<file path="config.mk">
export PLATFORM = sky130hd
export DESIGN_NAME = dmem_arbiter
export DESIGN_NICKNAME = d
export VERILOG_FILES = /design/src/rtl/dmem_arbiter.sv
export SDC_FILE = /design/constraint.sdc
export NUM_CORES = 1
export LEC_CHECK = 0
export ABC_AREA = 0
export CORE_ASPECT_RATIO = 0.9
export CORE_MARGIN = 5
export CORE_UTILIZATION = 37
export DETAILED_ROUTE_END_ITERATION = 16
export GPL_TIMING_DRIVEN = 0
export PLACE_DENSITY = 0.8
export SLEW_MARGIN = 20
export SYNTH_ARGS = -nofsm -noshare
export SYNTH_HDL_FRONTEND = slang
export SYNTH_SLANG_ARGS = --single-unit
</file>
<file path="constraint.sdc">
create_clock -name clk -period 1.5 [get_ports clk]
set_input_delay 0.225 -clock clk [delete_from_list [all_inputs] [get_ports clk]]
set_output_delay 0.225 -clock clk [all_outputs]
set_load 0.02 [all_outputs]
</file>
<file path="src/rtl/dmem_arbiter.sv">
// dmem_arbiter: shares the single-port data memory between the core MEM stage
// and a debug/loader port. Define DMEM_ARB_RR_EN for round-robin arbitration.
module dmem_arbiter #(
    parameter int ADDR_W   = 32,
    parameter int DATA_W   = 32,
    parameter int WAIT_CYC = 1
) (
    input  logic              clk,
    input  logic              reset,
    input  logic              c_req,
    input  logic              c_we,
    input  logic [ADDR_W-1:0] c_addr,
    input  logic [DATA_W-1:0] c_wdata,
    output logic [DATA_W-1:0] c_rdata,
    output logic              c_stall,
    input  logic              d_req,
    input  logic              d_we,
    input  logic [ADDR_W-1:0] d_addr,
    input  logic [DATA_W-1:0] d_wdata,
    output logic [DATA_W-1:0] d_rdata,
    output logic              d_ack,
    output logic              m_en,
    output logic              m_we,
    output logic [ADDR_W-1:0] m_addr,
    output logic [DATA_W-1:0] m_wdata,
    input  logic [DATA_W-1:0] m_rdata
);

    localparam int CNT_W = 2;

    typedef enum logic [1:0] {
        S_IDLE,
        S_ISSUE,
        S_WAIT,
        S_DONE
    } state_t;

    // owner/last_owner encoding: 0 = core, 1 = debug
    state_t              state_q, state_d;
    logic                owner_q, owner_d;
    logic                last_owner_q, last_owner_d;
    logic                we_q, we_d;
    logic [CNT_W-1:0]    cnt_q, cnt_d;
    logic                m_en_q, m_en_d;
    logic                m_we_q, m_we_d;
    logic [ADDR_W-1:0]   m_addr_q, m_addr_d;
    logic [DATA_W-1:0]   m_wdata_q, m_wdata_d;
    logic [DATA_W-1:0]   c_rdata_q, c_rdata_d;
    logic [DATA_W-1:0]   d_rdata_q, d_rdata_d;
    logic                d_ack_q, d_ack_d;
    logic                gnt_dbg;
    logic                gnt_we;
    logic                c_done;

    // Pick the winning port for a new transaction
    always_comb begin
`ifdef DMEM_ARB_RR_EN
        gnt_dbg = d_req & (~c_req | ~last_owner_q);
`else
        gnt_dbg = d_req & ~c_req;
`endif
        gnt_we = gnt_dbg ? d_we : c_we;
    end

    // Next-state and registered-output logic of the access sequencer
    always_comb begin
        state_d      = state_q;
        owner_d      = owner_q;
        last_owner_d = last_owner_q;
        we_d         = we_q;
        cnt_d        = cnt_q;
        m_en_d       = 1'b0;
        m_we_d       = 1'b0;
        m_addr_d     = m_addr_q;
        m_wdata_d    = m_wdata_q;
        c_rdata_d    = c_rdata_q;
        d_rdata_d    = d_rdata_q;
        d_ack_d      = 1'b0;
        unique case (state_q)
            S_IDLE: begin
                if (c_req | d_req) begin
                    owner_d      = gnt_dbg;
                    last_owner_d = gnt_dbg;
                    we_d         = gnt_we;
                    m_en_d       = 1'b1;
                    m_we_d       = gnt_we;
                    m_addr_d     = gnt_dbg ? d_addr : c_addr;
                    m_wdata_d    = gnt_dbg ? d_wdata : c_wdata;
                    state_d      = S_ISSUE;
                end
            end
            S_ISSUE: begin
                if (we_q) begin
                    d_ack_d = owner_q;
                    state_d = S_DONE;
                end else begin
                    cnt_d   = CNT_W'(WAIT_CYC - 1);
                    state_d = S_WAIT;
                end
            end
            S_WAIT: begin
                if (cnt_q == '0) begin
                    if (owner_q) begin
                        d_rdata_d = m_rdata;
                    end else begin
                        c_rdata_d = m_rdata;
                    end
                    d_ack_d = owner_q;
                    state_d = S_DONE;
                end else begin
                    cnt_d = cnt_q - 1'b1;
                end
            end
            S_DONE: begin
                state_d = S_IDLE;
            end
            default: begin
                state_d = S_IDLE;
            end
        endcase
    end

    // State and output registers; reset drops any in-flight access
    always_ff @(posedge clk or negedge reset) begin
        if (!reset) begin
            state_q      <= S_IDLE;
            owner_q      <= 1'b0;
            last_owner_q <= 1'b1;
            we_q         <= 1'b0;
            cnt_q        <= '0;
            m_en_q       <= 1'b0;
            m_we_q       <= 1'b0;
            m_addr_q     <= '0;
            m_wdata_q    <= '0;
            c_rdata_q    <= '0;
            d_rdata_q    <= '0;
            d_ack_q      <= 1'b0;
        end else begin
            state_q      <= state_d;
            owner_q      <= owner_d;
            last_owner_q <= last_owner_d;
            we_q         <= we_d;
            cnt_q        <= cnt_d;
            m_en_q       <= m_en_d;
            m_we_q       <= m_we_d;
            m_addr_q     <= m_addr_d;
            m_wdata_q    <= m_wdata_d;
            c_rdata_q    <= c_rdata_d;
            d_rdata_q    <= d_rdata_d;
            d_ack_q      <= d_ack_d;
        end
    end

    // Core completion is the DONE cycle of a core-owned access
    always_comb begin
        c_done  = (state_q == S_DONE) & ~owner_q;
        c_stall = c_req & ~c_done;
    end

    assign c_rdata = c_rdata_q;
    assign d_rdata = d_rdata_q;
    assign d_ack   = d_ack_q;
    assign m_en    = m_en_q;
    assign m_we    = m_we_q;
    assign m_addr  = m_addr_q;
    assign m_wdata = m_wdata_q;

endmodule

</file>
Word-level counts from Yosys, hierarchy flattened
Index checks and enable logic that the tools add are counted.

Register bits after elaboration: 137. Input bits: 166. Word-level logic and storage cells: 51.

Add/sub/neg operators: 1. Eq/ne operators: 7. Muxes and demuxes: 17. Bitwise logic cells: 7. Reduce and logical (&&, ||, !) cells: 8.

Operators by type and width (count): 32-bit two-way mux (2); 3-bit AND reduction (3); 1-bit two-way mux (8); 2-bit two-way mux (4); 2-bit inequality test, second input constant (4); 2-bit one-hot mux with 4 select lines (1); 2-bit equality test, second input constant (2); 2-bit zero test (2); 2-bit one-hot mux with 2 select lines (1); 2-bit AND reduction (2); 1-bit bitwise AND (3); 1-bit inverter (3); 2-bit by 1-bit equality test with 1-bit output, second input constant (1); 1-bit one-hot mux with 2 select lines (1); 2-bit nonzero test (1); 2-bit by 1-bit subtractor with 2-bit output, second input constant (1); 1-bit OR (1).

Depth between registers and ports, before layout
Depth in word-level cells: 5. Gate-level depth with buffers: 7. Depth with buffers taken out: 5.

Worst setup path before layout
Ideal clock, no wire load.

Path kind: flip-flop to flip-flop. Start point: reg state_q[0]. End point: reg c_rdata_q[10], in the netlist c_rdata[10]. Arrival: 1449 ps. Data required time: 1375 ps. Path slack: -74 ps. Cell stages (with the launch flop): 6. Path buffers: 1. Period minus slack after synthesis: 1574 ps. Cells stage by stage: dfrtp_1 inv_1 ha_1 nand3_4 buf_6 mux2_4.

Longest elaborated chain between the ends: 2.

RTL lines: start: declaration (RTL line 39) `state_t state_q, state_d;`; start signal: assignment (RTL line 139) `state_q <= state_d;`; 2-bit equality test (RTL line 79) `unique case (state_q)`; 3-bit AND reduction (no line); end signal: assignment (RTL line 148) `c_rdata_q <= c_rdata_d;`; end: declaration (RTL line 48) `logic [DATA_W-1:0] c_rdata_q, c_rdata_d;`.

Every way passes these cells. A chain may end at the register's enable or synchronous reset.

Worst setup path after layout
Start point: reg state_q[1]. End point: out c_stall.

Longest elaborated chain between the ends: 4.

RTL lines: 2-bit equality test (RTL line 156) `c_done = (state_q == S_DONE) & ~owner_q;`; 1-bit bitwise AND (RTL line 156); 1-bit inverter (RTL line 157) `c_stall = c_req & ~c_done;`; 1-bit bitwise AND (RTL line 157); end: declaration (RTL line 15) `output logic c_stall,`.

Every way passes these cells.

==> results.yml <==
power:
  power.density_mw_per_mm2: 2070
  ir_drop_mv: 0.721
  leakage_nw: 5.09
  p_total_mw: 20.9
synthesis:
  yosysTopAreaCell: "dfrtp_1"
  synth_top_area_share_pct: 55.6
  ys_types: 27
  synth_adder_area_share_pct: 1.42
  netlist_top_cells_area: "dfrtp_1 56%, mux2_4 15%, mux2i_1 11%, o21ai_1 4.9%, nand2_1 4.1%"
  synthMuxAreaShare_pct: 26.1
  synth_compound_gate_area_share_pct: 6.88
  syn_area_sq_mm: 0.00617
  syn-num-nets: 638
  synth_simple_gate_area_share_pct: 5.42
  synth_cells: 465
  yosysSeqAreaShare_pct: 55.6
  ys_warn_count: 0
  synth_top_family_by_area: "multiplexers"
  syn_area_per_cell_sq_um: 13.3
  synth-seq-cells: 137
  synth_xor_xnor_area_share_pct: 0
grt:
  grt_first_pass_wirelength_microns: 28000
  grt_remaining_overflow: 0
  grt_use_met1_pct: 21.9
  busiest_layer: "met2"
  grt_antenna_before_repair: 0
  grt_pass1_vias: 4992
  grt.total_usage_pct: 18.5
  use_met3_pct: 6.50
  gr-usage-met2_pct: 31.6
  grt_max_degree: 71
cts:
  clk_pin_slew_ns: 0.05
  htree_levels: 4
  clk_path_buf_depth: 2
  clock-root-buffer: "clkbuf_16"
  cts_sinks: 137
  clkLatencyLatePin_ns: 0.42
  cts_tree: "built"
  cts_made_buffers: 17
sta:
  worst_slew_pin_slew_ns: 0.526
  hold_slack_ns: 0.355
  grt_setup_unrepaired: "yes"
  post-route-period-util_pct: 101
  clock_skew_ns: 0.0129
  setup_slack_ns: -0.0202
  period_minus_slack_ns: 1.52
  fin_tns_setup_ns: -0.0202
  maxSlewHeadroom_pct: 64.9
  slew_viol_final: 0
  report.final.hold_viol_count: 0
  fmax_ghz: 0.658
  setup_viol: 1
critical_path:
  cp.required_ns: 1.27
  r2r_start: "state_q[0]"
  crit_arrival_ns: 1.30
  critPathLaunch: "state_q[1]"
  crit_buf_inv: 1
  crit_path_max_incr_delay_ns: 0.46
  crit_slowest_cell: "dfrtp_2"
  setup.worst_path.start_class: "register"
  cp_max_fo: 5
  crit_type: "register to output port"
  cp_top_family: "flip-flops"
  end_kind: "output port"
  path_cells: "ha_4, a21boi_2, buf_6"
worst_hold_path:
  hp-class: "primary input to register"
  hold_start: "c_req"
placed_design:
  finalWeightedCongestion: 0.776
  numPlacedInstances: 970
  port_buffers: 297
  dpl.hpwl_microns: 13900
  place_area_sq_mm: 0.00943
status:
  status: "complete, but fails checks"
  violations: "setup timing"
run:
  max_cap_violations: 0
floorplan:
  io_pins: 298
  die_area_sq_mm: 0.0194
  rows: 44
  start_util_pct: 38.0
  die_w_microns: 146
  die_h_microns: 132
  core_region_area_sq_mm: 0.0162
cells_and_area:
  area_delta_synth_final_pct: 63.7
  diodes: 0
  drive_above_1_share_pct: 18.1
  nets: 963
  design_area_sq_mm: 0.0101
  finalNonFillerCells: 1008
  fillers: 1295
route:
  routed_wl_microns: 18200
  drcViolationCount: 0
  wire_per_inst_microns: 18.0
  num_vias: 4727
  viasPerCell: 4.69
  drtPass1Iterations: 4
  drtAntennaViolNets: 0
  drt_iter0_markers: 144
synth_stat cells:
cell and count:
inv_1 7, and3b_1 1, a2bb2oi_1 1, a21o_1 1
dfrtp_1 137, o21ai_0 6, mux2i_1 65, nor2_1 5
buf_12 6, nand2b_1 1, a21oi_1 4, nand3_4 2
buf_2 3, clkbuf_1 10, o21ai_1 60, mux2_4 60
nor3b_1 1, nand2_1 67, ha_1 7, a211oi_1 2
a21boi_0 1, buf_6 7, mux2_2 5, nor2b_1 1
buf_4 1, o21ai_2 1, a22o_1 3
metrics by stage:
stage	setup WS (ns)	util, %
finish	-0.0202	62.2
global route	-0.0855	62.2
CTS	-0.0532	61.4
detailed placement	-0.533	58.1
global placement	-5.21	57.9
floorplan	0.0105	-
sequential cells by signal, summed over array words and instances (netlist names):
name and cells:
c_rdata 32, d_ack 1, we_q 1, owner_q 1, m_addr 32, m_en 1
state_q 2, m_wdata 32, cnt_q 2, d_rdata 32, m_we 1
final cells by class:
class                      instances  area (sq um)  area share [%]
buffer                            27           349            3.46
clock buffer                      20           467            4.62
clock inverter                    10           144            1.43
inverter                           7          28.8           0.285
multi-input combinational        294          2510            24.9
sequential                       137          3430            34.0
tap                              207           259            2.57
timing repair buffer             306          2900            28.8
placed cells by master, fill, tap and decap left out, types with 2 or more instances in the layout:
cell type	n
buf_12	12
inv_1	5
dlygate4sd2_1	132
o21ai_0	6
clkinv_4	2
bufinv_16	3
ha_4	4
a22o_1	3
a211oi_1	2
buf_6	3
nor2_1	5
o21ai_1	60
dfrtp_1	135
mux2_2	5
mux2_4	60
clkbuf_2	2
clkinvlp_4	3
a21oi_1	3
buf_4	8
clkbuf_4	8
nand2_1	67
mux2i_1	65
clkdlybuf4s50_1	163
clkbuf_16	17
clkbuf_8	3
ha_1	2
dfrtp_2	2
nand3_4	2
worst paths after layout:
| kind | end | slack (ns) | cells past startpoint |
|---|---|---|---|
| max in group asynchronous | m_wdata[28] | 0.39 | 3 |
| min | owner_q | 0.35 | 2 |
| min in group asynchronous | c_rdata[2] | 0.37 | 2 |
| max | c_stall | -0.02 | 3 |
| max reg2reg | c_rdata[15] | 0 | 5 |
| min reg2reg | m_wdata[22] | 0.47 | 2 |
timing repair:
item	in CTS	in global routing
endpoints found under the setup margin	259	128
cloned	0	0
hold buffers	1	0
resized for setup	164	23
setup buffers	3	4
endpoints found under the hold margin	67	0
pin swaps	0	2
layer usage:
layer  vias to the layer above  wire length [microns]
met5                         -                      0
met2                       180                   9130
li1                       2266                      -
met3                        21                   1380
met1                      2260                   7360
met4                         0                    312
report_power, final:
group | leakage (nW) | switching, mW | internal [mW] | total, mW
Sequential | 1.66 | 0.975 | 5.52 | 6.50
Clock | 0.291 | 1.57 | 2.73 | 4.30
Combinational | 3.15 | 5.24 | 4.82 | 10.1
cell families after synthesis:
logic type | count (synthesis)
flip-flops | 137
multiplexers | 130
AO/OA/AOI/OAI | 79
AND/OR/NAND/NOR | 78
buffers and inverters | 34
adder cells (fa/ha/maj) | 7
Power figures use the tool's default switching activity.
